===== config.mk =====
export PLATFORM = sky130hd
export DESIGN_NAME = spi_burst_reader
export DESIGN_NICKNAME = d
export VERILOG_FILES = /design/src/rtl/spi_burst_reader_pkg.sv /design/src/rtl/spi_rx_fifo.sv /design/src/rtl/spi_burst_reader.sv
export SDC_FILE = /design/constraint.sdc
export NUM_CORES = 1
export LEC_CHECK = 0
export BUFFER_PORTS_ARGS = -buffer_cell sky130_fd_sc_hd__buf_2
export CAP_MARGIN = 30
export CORE_MARGIN = 3
export CORE_UTILIZATION = 60
export CTS_BUF_LIST = sky130_fd_sc_hd__clkbuf_4 sky130_fd_sc_hd__clkbuf_8
export CTS_CLUSTER_SIZE = 20
export DETAILED_ROUTE_END_ITERATION = 10
export GPL_TIMING_DRIVEN = 0
export PLACE_DENSITY = 0.8
export SLEW_MARGIN = 5
export SYNTH_ARGS = -nofsm -noshare
export SYNTH_HDL_FRONTEND = slang
export SYNTH_SLANG_ARGS = --single-unit

===== constraint.sdc =====
create_clock -name clk -period 3.65 [get_ports clk]
set_clock_uncertainty 0.15 [all_clocks]
set_input_delay 0.5475 -clock clk [delete_from_list [all_inputs] [get_ports clk]]
set_output_delay 0.5475 -clock clk [all_outputs]
set_load 0.005 [all_outputs]

===== src/rtl/spi_burst_reader_pkg.sv =====
// Shared types and widths for the SPI burst reader and its receive FIFO.
package spi_burst_reader_pkg;
  localparam int ADDR_W = 8;
  localparam int DATA_W = 8;

  typedef enum logic [2:0] {
    IDLE,
    ISSUE,
    WAIT_DONE,
    STORE,
    STALL
  } state_t;
endpackage


===== src/rtl/spi_rx_fifo.sv =====
// First-word-fall-through receive FIFO; dout always shows the oldest entry.
module spi_rx_fifo
  import spi_burst_reader_pkg::*;
#(
  parameter int FIFO_DEPTH = 16
) (
  input  logic                        clk,
  input  logic                        rstn,
  input  logic                        push,
  input  logic [DATA_W-1:0]           din,
  input  logic                        pop,
  output logic [DATA_W-1:0]           dout,
  output logic                        empty,
  output logic                        full,
  output logic [$clog2(FIFO_DEPTH):0] count
);
  localparam int AW = $clog2(FIFO_DEPTH);

  logic [DATA_W-1:0] mem [FIFO_DEPTH];
  logic [AW-1:0]     wr_ptr;
  logic [AW-1:0]     rd_ptr;
  logic              do_push;
  logic              do_pop;

  assign do_pop  = pop && !empty;
  assign do_push = push && (!full || do_pop);

  always_ff @(posedge clk or negedge rstn) begin
    if (!rstn) begin
      wr_ptr <= '0;
      rd_ptr <= '0;
      count  <= '0;
    end else begin
      if (do_push) wr_ptr <= wr_ptr + 1'b1;
      if (do_pop)  rd_ptr <= rd_ptr + 1'b1;
      case ({do_push, do_pop})
        2'b10:   count <= count + 1'b1;
        2'b01:   count <= count - 1'b1;
        default: count <= count;
      endcase
    end
  end

  // Storage carries no reset; contents are meaningless while empty.
  always_ff @(posedge clk) begin
    if (do_push) mem[wr_ptr] <= din;
  end

  assign dout  = mem[rd_ptr];
  assign empty = (count == '0);
  assign full  = (count == (AW + 1)'(FIFO_DEPTH));
endmodule


===== src/rtl/spi_burst_reader.sv =====
// Reads a burst of consecutive registers through the SPI driver into a receive FIFO.
//
// state     | meaning
// IDLE      | waiting for start
// ISSUE     | pulse new_command for the current address, or stall if FIFO full
// WAIT_DONE | waiting for driver completion edge, timeout counter running
// STORE     | push captured byte, advance address, finish or issue next
// STALL     | FIFO full, waiting for the consumer to pop
module spi_burst_reader
  import spi_burst_reader_pkg::*;
#(
  parameter int FIFO_DEPTH     = 16,
  parameter int TIMEOUT_CYCLES = 4096
) (
  input  logic                        clk,
  input  logic                        rstn,
  input  logic                        start,
  input  logic                        abort,
  input  logic [ADDR_W-1:0]           start_addr,
  input  logic [7:0]                  num_words,
  output logic                        busy,
  output logic                        done,
  output logic                        timeout_err,
  output logic [7:0]                  words_done,
  output logic                        new_command,
  output logic [ADDR_W-1:0]           register_addr,
  output logic [DATA_W-1:0]           write_data,
  input  logic                        transaction_complete,
  input  logic [DATA_W-1:0]           data_read_from_reg,
  input  logic                        fifo_rd_en,
  output logic [DATA_W-1:0]           fifo_dout,
  output logic                        fifo_empty,
  output logic                        fifo_full,
  output logic [$clog2(FIFO_DEPTH):0] fifo_count
);
  localparam int              CW        = $clog2(TIMEOUT_CYCLES + 1);
  localparam logic [CW-1:0]   WAIT_LOAD = CW'(TIMEOUT_CYCLES - 1);

  state_t            state;
  logic [7:0]        num_latched;
  logic [CW-1:0]     wait_cnt;
  logic              tc_prev;
  logic              tc_rise;
  logic [DATA_W-1:0] rx_data;
  logic              store_push;

  assign write_data = '0;
  assign tc_rise    = transaction_complete && !tc_prev;
  assign store_push = (state == STORE) && !abort;

  always_ff @(posedge clk or negedge rstn) begin
    if (!rstn) begin
      state         <= IDLE;
      busy          <= 1'b0;
      done          <= 1'b0;
      timeout_err   <= 1'b0;
      words_done    <= '0;
      new_command   <= 1'b0;
      register_addr <= '0;
      num_latched   <= '0;
      wait_cnt      <= '0;
      rx_data       <= '0;
      tc_prev       <= 1'b1;
    end else begin
      done        <= 1'b0;
      new_command <= 1'b0;
      tc_prev     <= transaction_complete;
      if (state != IDLE && abort) begin
        state <= IDLE;
        busy  <= 1'b0;
        done  <= 1'b1;
      end else begin
        case (state)
          IDLE: begin
            if (start) begin
              register_addr <= start_addr;
              num_latched   <= num_words;
              words_done    <= '0;
              timeout_err   <= 1'b0;
              if (num_words == 8'd0) begin
                done <= 1'b1;
              end else begin
                busy  <= 1'b1;
                state <= ISSUE;
              end
            end
          end
          ISSUE: begin
            if (fifo_full) begin
              state <= STALL;
            end else begin
              new_command <= 1'b1;
              wait_cnt    <= WAIT_LOAD;
              state       <= WAIT_DONE;
            end
          end
          WAIT_DONE: begin
            if (tc_rise) begin
              rx_data <= data_read_from_reg;
              state   <= STORE;
            end else if (wait_cnt == '0) begin
              timeout_err <= 1'b1;
              done        <= 1'b1;
              busy        <= 1'b0;
              state       <= IDLE;
            end else begin
              wait_cnt <= wait_cnt - 1'b1;
            end
          end
          STORE: begin
            words_done    <= words_done + 8'd1;
            register_addr <= register_addr + 1'b1;
            // Final push and done land on the same clock edge.
            if (words_done + 8'd1 == num_latched) begin
              done  <= 1'b1;
              busy  <= 1'b0;
              state <= IDLE;
            end else begin
              state <= ISSUE;
            end
          end
          STALL: begin
            if (!fifo_full) state <= ISSUE;
          end
          default: state <= IDLE;
        endcase
      end
    end
  end

  spi_rx_fifo #(
    .FIFO_DEPTH(FIFO_DEPTH)
  ) u_fifo (
    .clk  (clk),
    .rstn (rstn),
    .push (store_push),
    .din  (rx_data),
    .pop  (fifo_rd_en),
    .dout (fifo_dout),
    .empty(fifo_empty),
    .full (fifo_full),
    .count(fifo_count)
  );
endmodule


### After elaboration in Yosys (flattened, before gate mapping)

Memories as Yosys holds them, arrays and structs flattened.
Index checks and enable logic that the tools add are counted.

* reduce and logical (&&, ||, !) cells: 27
* $add $sub $neg: 7
* bitwise logic cells: 1
* muxes and demuxes: 41
* equality and inequality tests: 20

Operators by type and width (number)
* 13-bit two-way mux: 3
* 8-bit one-hot mux with 2 select lines: 2
* 13-bit one-hot mux with 2 select lines: 1
* 1-bit two-way mux: 21
* 3-bit two-way mux: 7
* 8-bit by 1-bit adder with 8-bit output, second input constant: 2
* 8-bit two-way mux: 2
* 3-bit inequality test, second input constant: 5
* 3-bit one-hot mux with 5 select lines: 1
* 13-bit logical NOT: 1
* 13-bit by 1-bit subtractor with 13-bit output, second input constant: 1
* 2-bit inequality test, second input constant: 5
* 5-bit one-hot mux with 2 select lines: 1
* 5-bit AND reduction: 2
* 3-bit AND reduction: 3
* 4-bit by 1-bit adder with 4-bit output, second input constant: 2
* 8-bit == test: 1
* 8-bit logical NOT: 1
* 2-bit nonzero test: 4
* 3-bit by 2-bit == test with 1-bit output, second input constant: 2
* 1-bit one-hot mux with 3 select lines: 2
* 6-bit AND reduction: 1
* 5-bit by 1-bit adder with 5-bit output, second input constant: 1
* 5-bit == test, second input constant: 1
* 17 further kinds: 24

* flip-flop bits (word level): 66
* word-level logic and storage cells: 111
* memory bits (writable): 128
* bits of input ports: 30
* memories: 1

Memories
* u_fifo.mem: words 16, bits a word 8, rd ports 1, clocked after Yosys merged registers in 0, wr ports 1, line spi_rx_fifo.sv:19 `logic [DATA_W-1:0] mem [FIFO_DEPTH];`

### Longest topological paths before layout

* word-level depth: 7
* mapped depth: 11
* depth with buffers taken out: 11

### Cells and area by module

A second synthesis with hierarchy kept.

* cells, all modules: 629
* area, all modules: 8710.9 um^2

By module, submodules not included
* spi_rx_fifo: area each 5748.0 um^2, times used 1, cells each 302, sequential area each 4169.0 um^2
* spi_burst_reader: area each 2962.8 um^2, times used 1, cells each 327, sequential area each 1327.5 um^2

### Worst setup path after synthesis

No wires, ideal clock.

* path type: register to register
* start: reg u_fifo.count[1]
* end: reg u_fifo.count[4]
* library setup time: 135 ps
* clock period less this slack: 2675 ps
* path slack: 975 ps
* buffers on the path: 0
* stages on the path, launching flop included: 12
* data arrival time: 2390 ps
* data required time: 3365 ps
* path through: dfrtp_1 -> or4_1 -> nor2_1 -> nor2b_1 -> nand2_1 -> inv_1 -> ha_1 -> nor2b_1 -> o21a_1 -> o211ai_1 -> o31ai_1 -> xor2_1

* longest elaborated chain between the ends: 7

Ends and longest elaborated chain
* from (decl): line spi_rx_fifo.sv:15 `output logic [$clog2(FIFO_DEPTH):0] count`
* from (signal assigned): line spi_rx_fifo.sv:37 `2'b10: count <= count + 1'b1;`
* from (signal assigned): line spi_rx_fifo.sv:38 `2'b01: count <= count - 1'b1;`
* from (signal assigned): line spi_rx_fifo.sv:39 `default: count <= count;`
* 5-bit logical NOT (*): line spi_rx_fifo.sv:50 `assign empty = (count == '0);`
* named net fifo_empty: line spi_burst_reader.sv:32 `output logic fifo_empty,`
* 1-bit logical NOT (*): line spi_rx_fifo.sv:25 `assign do_pop = pop && !empty;`
* 1-bit logical AND (*): line spi_rx_fifo.sv:25
* 1-bit logical OR: line spi_rx_fifo.sv:26 `assign do_push = push && (!full || do_pop);`
* 1-bit logical AND: line spi_rx_fifo.sv:26
* 2-bit by 1-bit == test with 1-bit output or 2-bit == test (tied branches): line spi_rx_fifo.sv:36 `case ({do_push, do_pop})`
* 5-bit one-hot mux with 2 select lines or 2-bit nonzero test (tied branches)

Mark *: on every way through the listed nets, which the timed path passes. The rest lies on a longest branch.
A chain may end at the register's enable or synchronous reset.

### Worst setup path in the final report

* start: reg u_fifo.rd_ptr[1]
* end: out fifo_dout[7]

* longest elaborated chain between the ends: 1

Ends and longest elaborated chain
* from (decl): line spi_rx_fifo.sv:21 `logic [AW-1:0] rd_ptr;`
* from (signal assigned): line spi_rx_fifo.sv:35 `if (do_pop) rd_ptr <= rd_ptr + 1'b1;`
* memory 16 x 8 bit
* to (decl): line spi_burst_reader.sv:31 `output logic [DATA_W-1:0] fifo_dout,`

No other way between the ends.

==> summary.txt <==
Routing
  – Initial DRT Pass Iterations: 6
  – WL final: 17,170 um
  – DRT iter0 DRCs: 381
  – Per-cell routed wire length: 20.28 um
  – Drt via density: 5.927
  – ANT nets after route: 0
  – Routed vias: 5,020
  – DRC violations left: 0

Global routing
  – GRT overflow: 0
  – GRT Total Usage: 23.39%
  – First-pass GRT wire length: 27,910 um
  – Antenna violations before repair: 0
  – Number of global-route vias before repair: 5,145
  – Largest net degree at the start of global routing: 67

Timing
  – Setup TNS: 0 ns
  – Tmin final: 3.519 ns
  – # setup viols final: 0
  – Final period utilization: 96.42%
  – RSZ-0062 raised after global routing: false
  – Worst-Margin Slew: 0.8819 ns
  – Max_slew headroom: 40.99%
  – Hold Fails Final Rpt: 0
  – FMAX: 284.1 MHz
  – Final Max Tran Viols: 0

Clocking
  – Hold buffer count at CTS: 0
  – CTS Sinks: 194
  – CTS max path bufs: 2
  – Postcts setup bufs: 0
  – CTS tree: done
  – Clk Latency, worst-skew pair: 0.47 ns
  – Root buffer cell: clkbuf_8
  – H-tree Lvls: 4
  – Reg clk slew, reported paths: 0.10 ns
  – Num CTS Buffers: 17

Setup path
  – Required time of the critical path: 2.95 ns
  – CP max stage cell: clkbuf_1
  – Data arrival, critical path: 2.82 ns
  – Slowest cell delay on critical path: 0.56 ns
  – Worst-path maximum fanout: 10
  – CP Launch Type: register
  – CP Capture Type: output pin
  – Buf/Inv on CP: 3
  – Worst-path cell chain: clkbuf_1, clkbuf_1, mux4_2, mux4_2, buf_2
  – R2R Setup Slk: 0.42 ns
  – Cell family with most CP delay: buffers and inverters
  – CP Class: reg2out

Final layout
  – Commonest non-fill, non-tap cell in the layout: edfxtp_1
  – Util after Layout: 69.60%
  – Nets@finish: 701
  – Most frequent cells in the layout: 128 x edfxtp_1, 68 x buf_2, 66 x nand2_1, 65 x dfrtp_1, 40 x mux4_2
  – Fraction of layout cells with a size suffix above 1: 25.63%
  – Fill count: 958
  – ANT cells: 0
  – Area grow syn2layout: 11.40%

Logic synthesis
  – Share of flip-flops with an asynchronous set or reset: 34.02%
  – Sequential share of the synthesized area: 65.40%
  – Synth area leaders: edfxtp_1 46%, dfrtp_1 19%, mux4_2 11%
  – Area share of the largest cell type after synthesis: 45.73%
  – Ys Warns: 0
  – Avg Cell Area, Syn: 14.87 um^2
  – Syn Inst Count: 565
  – EDFF count, synth: 128
  – Synth unique cells: 54
  – Prevailing post-synth register cell: edfxtp_1
  – Synth area leader: edfxtp_1
  – Post-synthesis register bit count: 194
  – Netlist Area Pre-Place: 8404 um^2

Die
  – Die height: 124.4 um
  – # IOs: 73
  – Die ar.: 15,460 um^2
  – CORE AREA: 13,450 um^2
  – Initial Util: 62.47%
  – Row cnt: 42
  – Die width: 124.4 um

Placed design
  – RD Place Congestion: 0.8706
  – Dpl hpwl: 11,890 um
  – PortBufs: 64

Pwr
  – P_leak: 3.557 nW
  – Pwr Density: 682.5 nW/um^2
  – Peak supply drop: 332.3 uV

Hold path
  – Hold Path Class: in2async

Run status
  – Status: finished, final reports clean

Run
  – Max_cap viols: 0
==> flip-flops by register name, summed over array words and instances (netlist names), 3 cells and up <==
register	cells
rx_data	8
u_fifo.rd_ptr	4
u_fifo.count	5
register_addr	8
u_fifo.mem	128
wait_cnt	13
state	3
num_latched	8
words_done	8
u_fifo.wr_ptr	4
==> repair_timing <==
action	4_1_cts	5_1_grt
resized for setup	2	2
endpoints found under the hold margin	0	0
setup endpoints to repair	7	3
==> worst reg2reg max path, stage by stage, from the launching register on <==
cell and delay, ns:
dfrtp_1 0.42, buf_1 0.23, nor3_2 0.60, o21a_1 0.25, buf_2 0.22, nand2_1 0.14, nor3_1 0.66, buf_4 0.27
==> worst paths after layout <==
kind                                       from  depth (start not counted)               end
max                            u_fifo.rd_ptr[1]                          5      fifo_dout[7]
min                                        rstn                          1       wait_cnt[6]
max reg2reg                            state[2]                          7  u_fifo.mem[5][1]
min reg2reg                      num_latched[6]                          2    num_latched[6]
max in group asynchronous                  rstn                          1        rx_data[0]
min in group clk           transaction_complete                          1           tc_prev
==> Yosys cell counts, types with 3 or more instances <==
cell type,n
edfxtp_1,128
nand2_1,66
dfrtp_1,65
mux4_2,40
nor2_1,29
xnor2_1,20
o21ai_0,18
inv_1,15
nor3_1,14
clkbuf_1,13
a21oi_1,12
ha_1,12
and2_1,11
nand3_1,11
xor2_1,11
buf_4,9
mux2_2,8
and3_1,6
a31oi_1,5
buf_2,5
nand4_1,5
o21a_1,5
or3_1,5
o22ai_1,4
o31ai_1,4
buf_1,3
nor2b_1,3
o22a_1,3
or4_1,3
==> power breakdown <==
part	switching, mW	total, mW	leakage (nW)	internal, mW
Sequential	0.393	3.15	1.95	2.75
Combinational	0.994	1.96	1.43	0.971
Clock	0.742	1.28	0.174	0.536
Total	2.13	6.39	3.56	4.26
==> kinds of logic after synthesis <==
| group | count (synthesis) | share of synthesized area [%] |
|---|---|---|
| XOR/XNOR | 31 | 3.231 |
| buffers and inverters | 45 | 2.486 |
| other | 1 | 0.04462 |
| flip-flops | 194 | 65.40 |
| adder cells (fa/ha/maj) | 13 | 2.025 |
| multiplexers | 48 | 11.79 |
| AND/OR/NAND/NOR | 171 | 10.39 |
| AO/OA/AOI/OAI | 62 | 4.630 |
==> layout make-up <==
cell class | count | area [um^2] | area share, %
flip-flops and latches | 194 | 5497 | 58.71
multi-input cells | 333 | 2725 | 29.11
repair buffers | 68 | 347.8 | 3.715
clock buffers | 22 | 284.0 | 3.034
well taps | 176 | 220.2 | 2.352
plain buffers | 29 | 155.1 | 1.657
clock inverters | 10 | 77.57 | 0.8285
inverters | 15 | 56.30 | 0.6014
==> stage by stage <==
| step | cell area, um^2 | setup slack (ns) | instances | hold WS (ns) | power, mW |
|---|---|---|---|---|---|
| CTS | 9361 | 0.03358 | 847 | 0.01786 | 6.430 |
| finish | 9363 | 0.1305 | 847 | 0.02795 | 6.390 |
| global placement | 8971 | 0.2605 | 812 | 0.3316 | 5.042 |
| detailed placement | 8999 | 0.3820 | 816 | 0.3364 | 5.172 |
| floorplan | 8431 | 0.9746 | 572 | 0.1019 | 4.443 |
| global route | 9363 | 0.03576 | 847 | 0.01372 | 6.747 |
==> routing by layer <==
| metal | up-vias | part of all wire, % | track usage [%] |
|---|---|---|---|
| met4 | 0 | 2.0 | 7.930 |
| li1 | 2286 | - | - |
| met5 | - | 0 | 0 |
| met3 | 25 | 6.7 | 5.617 |
| met2 | 195 | 51 | 38.87 |
| met1 | 2514 | 40 | 30.66 |
Power figures use the tool's default switching activity.
